==> config.mk <==
export PLATFORM = sky130hd
export DESIGN_NAME = katio_gate3_exerciser
export DESIGN_NICKNAME = d
export VERILOG_FILES = /design/src/rtl/katio_gate3_exerciser.sv
export SDC_FILE = /design/constraint.sdc
export NUM_CORES = 1
export LEC_CHECK = 0
export ABC_AREA = 0
export CORE_MARGIN = 3
export CORE_UTILIZATION = 40
export CTS_CLUSTER_SIZE = 40
export DETAILED_ROUTE_END_ITERATION = 7
export GPL_TIMING_DRIVEN = 0
export PLACE_DENSITY = 0.73
export SLEW_MARGIN = 20
export SYNTH_ARGS = -nofsm -noshare
export SYNTH_HDL_FRONTEND = slang
export SYNTH_SLANG_ARGS = --single-unit
==> constraint.sdc <==
create_clock -name clk -period 3.42 [get_ports clk]
set_clock_uncertainty 0.1 [all_clocks]
set_input_delay 0.684 -clock clk [delete_from_list [all_inputs] [get_ports clk]]
set_output_delay 0.684 -clock clk [all_outputs]
set_load 0.05 [all_outputs]
==> src/rtl/katio_gate3_exerciser.sv <==
// Self-test sequencer for 3-input OR3/NOR3 gate cells: sweeps all {a,b,c} vectors and tallies mismatches.
// Optional first-failure capture (fail_vec/fail_valid) is built when KATIO_EXER_FAILVEC_EN is defined.
module katio_gate3_exerciser #(
  parameter int SETTLE = 1,
  parameter int ERR_W  = 4
) (
  input  logic             clk,
  input  logic             rst,
  input  logic             start,
  output logic             a,
  output logic             b,
  output logic             c,
  input  logic             or_in,
  input  logic             nor_in,
  output logic             busy,
  output logic             done,
  output logic             pass,
  output logic [ERR_W-1:0] err_cnt
`ifdef KATIO_EXER_FAILVEC_EN
  ,
  output logic [2:0]       fail_vec,
  output logic             fail_valid
`endif
);

  localparam int CNT_W = $clog2(SETTLE + 1);

  typedef enum logic [1:0] {
    ST_IDLE,
    ST_WAIT,
    ST_CHECK,
    ST_DONE
  } state_t;

  state_t             state_q;
  logic [2:0]         vec_q;
  logic [CNT_W-1:0]   cnt_q;
  logic               busy_q;
  logic               done_q;
  logic               pass_q;
  logic [ERR_W-1:0]   err_q;
  logic               mismatch_d;
`ifdef KATIO_EXER_FAILVEC_EN
  logic [2:0]         fail_vec_q;
  logic               fail_valid_q;
`endif

  always_comb begin
    mismatch_d = (or_in != (|vec_q)) || (nor_in != ~(|vec_q));
  end

  // vec_q doubles as the registered gate drive; it is parked at 000 outside a sweep
  always_ff @(posedge clk) begin
    if (rst) begin
      state_q      <= ST_IDLE;
      vec_q        <= '0;
      cnt_q        <= '0;
      busy_q       <= 1'b0;
      done_q       <= 1'b0;
      pass_q       <= 1'b0;
      err_q        <= '0;
`ifdef KATIO_EXER_FAILVEC_EN
      fail_vec_q   <= '0;
      fail_valid_q <= 1'b0;
`endif
    end else begin
      done_q <= 1'b0;
      unique case (state_q)
        ST_IDLE: begin
          if (start) begin
            vec_q        <= '0;
            cnt_q        <= CNT_W'(SETTLE);
            err_q        <= '0;
            pass_q       <= 1'b0;
            busy_q       <= 1'b1;
`ifdef KATIO_EXER_FAILVEC_EN
            fail_vec_q   <= '0;
            fail_valid_q <= 1'b0;
`endif
            state_q      <= ST_WAIT;
          end
        end
        ST_WAIT: begin
          if (cnt_q == CNT_W'(1)) begin
            state_q <= ST_CHECK;
          end else begin
            cnt_q <= cnt_q - CNT_W'(1);
          end
        end
        ST_CHECK: begin
          if (mismatch_d) begin
            if (err_q != '1) begin
              err_q <= err_q + ERR_W'(1);
            end
`ifdef KATIO_EXER_FAILVEC_EN
            if (!fail_valid_q) begin
              fail_vec_q   <= vec_q;
              fail_valid_q <= 1'b1;
            end
`endif
          end
          if (vec_q == 3'd7) begin
            done_q  <= 1'b1;
            state_q <= ST_DONE;
          end else begin
            vec_q   <= vec_q + 3'd1;
            cnt_q   <= CNT_W'(SETTLE);
            state_q <= ST_WAIT;
          end
        end
        ST_DONE: begin
          pass_q  <= (err_q == '0);
          busy_q  <= 1'b0;
          vec_q   <= '0;
          state_q <= ST_IDLE;
        end
        default: state_q <= ST_IDLE;
      endcase
    end
  end

  assign {a, b, c} = vec_q;
  assign busy      = busy_q;
  assign done      = done_q;
  assign pass      = pass_q;
  assign err_cnt   = err_q;
`ifdef KATIO_EXER_FAILVEC_EN
  assign fail_vec   = fail_vec_q;
  assign fail_valid = fail_valid_q;
`endif

endmodule

# After elaboration in Yosys (flattened, before gate mapping)
# Index checks and enable logic that the tools add are counted.
# op_classes
n_addsub	3
eq_ne	12
n_mux	19
bitwise	2
reduce_logical	14
# ops
operator	n
$mux 4	3
$ne 2x2->1 const B	5
$pmux 3 s3	1
$pmux 2 s4	1
$pmux 4 s2	1
$mux 2	3
$mux 3	2
$reduce_and 3->1	2
$reduce_bool 3->1	2
$mux 1	5
$add 4x1->4 const B	1
$eq 2x2->1 const B	2
$logic_not 4->1	1
$ne 4x4->1 const B	1
$pmux 1 s2	2
$reduce_and 2->1	2
$reduce_and 4->1	1
$reduce_bool 2->1	2
$add 3x1->3 const B	1
$eq 3x3->1 const B	1
$pmux 1 s3	1
$reduce_or 3->1	1
$eq 2x1->1 const B	1
$logic_not 2->1	1
5 further kinds	7
# totals
register_bits	13
input_bits	5

# Depth between registers and ports, before layout
# logic_depth
word_depth	6
ltp_mapped	6
mapped_depth_nobuf	6

# Worst setup path before layout
# OpenSTA, ideal clock, no wires.
# synth_timing
path_kind	register -> register
startpoint	reg vec_q[0]
endpoint	reg err_q[3] (netlist: err_cnt[3])
setup_time_ns	0.074
t_arrival_ns	1.779
path_slack_ns	1.467
stages_incl_launch_ff	7
n_path_buf	0
period_less_slack_ns	1.953
path_cell_list	dfxtp_1 inv_1 ha_1 nand4bb_1 o21ai_1 or4_1 a31oi_1
# synth_between
elab_chain_len	6
word_cells_on_any_way	7
# synth_lines
element	line_no	source
from (decl)	36	logic [2:0] vec_q;
from (signal assigned)	106	vec_q <= vec_q + 3'd1;
$reduce_or 3->1 (*)	49	mismatch_d = (or_in != (|vec_q)) || (nor_in != ~(|vec_q));
$not 1->1	49	
$ne 1x1->1	49	
$logic_or 1x1->1 (*)	49	
$ne 2x2->1 (no source line) (*)	-	
$reduce_and 4->1 (no source line) (*)	-	
to (signal assigned)	93	err_q <= err_q + ERR_W'(1);
to (decl)	41	logic [ERR_W-1:0] err_q;
# Mark *: on every way between the ends. The rest lies on a longest branch, timed or not.
# A chain may end at the register's enable or synchronous reset.

# Worst setup path in the final report
# layout_timing
startpoint	reg err_q[2] (netlist: err_cnt[2])
endpoint	out err_cnt[2]
# layout_rtl
element	line_no	source
to (decl)	18	output logic [ERR_W-1:0] err_cnt
# No word-level cell between the ends.

==> results.md <==
* Run status: completed
* Syn avg cell area at roughly 8.5 sq um
* Setup-failing EPs final at 0
* Prevailing post-synth register cell: dfxtp_1
* Asr flop ratio synth at 0%
* Maximum clock rate at around 430 MHz
* Share of cells above drive strength 1 at roughly 5.2%
* Unique masters post-synth at 28
* Minimum clock period at 2350 ps
* Root Driver: clkbuf_4
* Synth-to-Final Area Change at 28.2%
* Met3 usage at about 3.9%
* Worst VDD drop at approximately 0.19 mV
* Buffers added on ports at 14
* Setup bufs post-CTS at 0
* CP arrival at between 1500 and 2000 ps
* Die area at roughly 2200 sq um
* DP Wirelength at 1.04 mm
* Deepest clock path buffer count at 2
* Crit-path cells: clkdlybuf4s50_1
* Max_slew headroom at around 67%
* Resized cells post-CTS at 0
* Placeable Area at about 1500 sq um
* Total number of vias at roughly 620
* Register area at 260 sq um
* Initial antenna violation count at 0
* EDFF count, synth at 0
* Layout net count at around 110
* Via density per instance at 5.54
* Routed WL per cell at 12.3 microns
* Pleak at 0.000308 uW
* Io pins at 15
* Reg clk slew, reported paths at about 80 ps
* Hold slack at slightly below 400 ps
* YS warnings at 0
* HP Start: vec_q[0]
* Final Max Tran Viols at 0
* Post-synth net total at a little under 90
* DR iter-0 viols at 4
* Die Ht at ~47 microns
* Fin crit share at between 60 and 70%
* Met2 Use GR at about 25%
* # diodes at 0
* Setup TNS at 0 ps
* R2R Path Start: vec_q[1]
* Post-synth top area cell: dfxtp_1
* Final Power at 293 uW
* Antenna Nets Post-Route at 0
* CTS tree: yes
* Drt pass-1 iters at 4
* Hold/Removal Path Class: flip-flop to flip-flop
* Slowest Stage Delay on Critical Path at between 800 and 900 ps
* Syn Std Cell Area at approximately 660 sq um
* GRT Resource Usage Total at 15.4%
* Synth top area share at between 30 and 40%
* Vias in the first global route at 575
* Fillers at 160
* WHS Path Cells at 2
* Row cnt at 14
* Total wire length at 1.37 mm
* Grt total ovfl at 0
* Hold endpoint: vec_q[0]
* Max-cap check violation count at 0
* Worst path slowest cell: clkdlybuf4s50_1
* Mapped Cells at between 70 and 80
* First-pass GRT wire length at 2.38 mm
* CTS Hold Bufs at 0
* Clk_lat worst skew at about 270 ps
* PwrDens at between 300 and 400 nW/um^2
* H-tree levels at 1
* Sequential area share after synthesis at between 30 and 40%
* Met1 Use GR at 18.8%
* Starting Density at 43.3%
* CP required at ~2600 ps
* CTS Buf Count at 3
* GPL Wtd Cong at ~0.81
* CP endpoint kind: primary output
* FF+latch count, synth at 13
* R2R Setup Slk at 1700 ps
* Critical path type: flip-flop to primary output
* R2r worst-path depth at 6
* Crit path max-delay family: buffers and inverters
* Largest fanout on the critical path at 7
* CP Launch Type: flip-flop
* Unrepaired setup endpoints after global routing: no
* Pin count of the biggest net entering global routing at 11
* Area occupied by multi-input gates at ~370 sq um
* R2r endpoint: err_cnt[2]
* Final Hold Vio Count at 0
* Final setup margin at between 1000 and 1500 ps
* CP bufs+invs at 1
* Die width at ~47 microns
* Sink Count at 13
* Pre-CTS setup slack at ~1200 ps
* Drt drc at 0
* Synth top area cells: dfxtp_1 39%, ha_1 9.5%, nor2_1 5.7%
* Actual slew at the worst max-slew pin at roughly 500 ps
* GR peak layer: met2
[area by class of cell]
type | count | area share, %
plain buffers | 2 | 1.03
clock buffers | 4 | 3.10
inverters | 6 | 2.66
multi-input cells | 57 | 43.6
flip-flops and latches | 13 | 30.7
well taps | 16 | 2.36
repair buffers | 14 | 16.5
[power by group]
| part | leakage [uW] | total (uW) | switching, uW | internal, uW |
|---|---|---|---|---|
| clock network | 0.0000150 | 95.9 | 50.7 | 45.1 |
| logic | 0.000188 | 37.2 | 21.2 | 16.0 |
| registers | 0.000106 | 159 | 4.00 | 155 |
| total | 0.000308 | 293 | 75.9 | 217 |
[cells in the mapped netlist (all sizes together), types with 2 or more instances]
master   instances
nand3b           3
o2111ai          2
inv              6
ha               5
or4              2
o21ai            2
nor3             2
nand3            3
nand2b           2
dfxtp           13
nor2b            2
a21oi            5
nor2            10
a31oi            2
nand2            6
a22oi            2
[worst max-delay path by stage]
stage | to | depth (start not counted) | slack, ps | startpoint
6_report | err_cnt[2] | 1 | 1070 | err_cnt[2]
5_1_grt | err_cnt[2] | 1 | 1020 | err_cnt[2]
4_1_cts | err_cnt[0] | 1 | 1050 | err_cnt[0]
3_5_place_dp | err_cnt[3] | 5 | 1160 | or_in
3_3_place_gp | err_cnt[3] | 5 | 1180 | or_in
2_1_floorplan | err_cnt[3] | 6 | 1470 | vec_q[0]
[worst register-to-register path, stage by stage (launching register included)]
cell	delay, ps
dfxtp_1	380
inv_1	60
ha_1	200
nor2b_1	130
o21ai_1	400
o2111ai_1	160
a31oi_1	220
[cells by family after synthesis]
group	after synthesis	synth area share, %
fa+ha+maj	5	9.47
buf+inv	8	4.73
flops	13	39.4
simple gates	35	29.2
compound gates	17	17.2
[layer usage]
metal	up-vias	wire [microns]
li1	317	-
met1	284	637
met2	16	644
met3	4	75
met4	0	17
met5	-	0
[placed cells by master, fill, tap and decap left out]
master           instances
nor2_1                  10
o2111ai_1                2
or3_1                    1
nand4bb_1                1
dfxtp_1                 13
o21bai_1                 1
a41o_1                   1
a21oi_1                  5
nor3_1                   2
buf_2                    1
nand2b_1                 2
a32oi_1                  1
nor4b_1                  1
or4b_1                   1
o21ai_0                  1
clkbuf_1                 2
clkdlybuf4s50_1         14
a31oi_1                  2
nand3b_1                 3
o21ai_1                  1
inv_1                    6
nand3_1                  3
ha_1                     5
and2b_2                  1
clkbuf_4                 3
nand2_1                  6
o31ai_1                  1
a22oi_1                  2
nor2b_1                  2
or4_1                    2
[stage by stage]
step / instances / utilization, % / cell area (sq um)
2_1_floorplan: 78 / - / 661
3_3_place_gp: 108 / 53.9 / 821
3_5_place_dp: 108 / 53.9 / 821
4_1_cts: 112 / 55.6 / 847
5_1_grt: 112 / 55.6 / 847
6_report: 112 / 55.6 / 847
[sequential cells by signal, indices dropped and copies added, names as in the netlist]
register	flops
pass	1
vec_q	3
cnt_q	1
err_cnt	4
done	1
busy	1
state_q	2
Power figures use the tool's default switching activity.
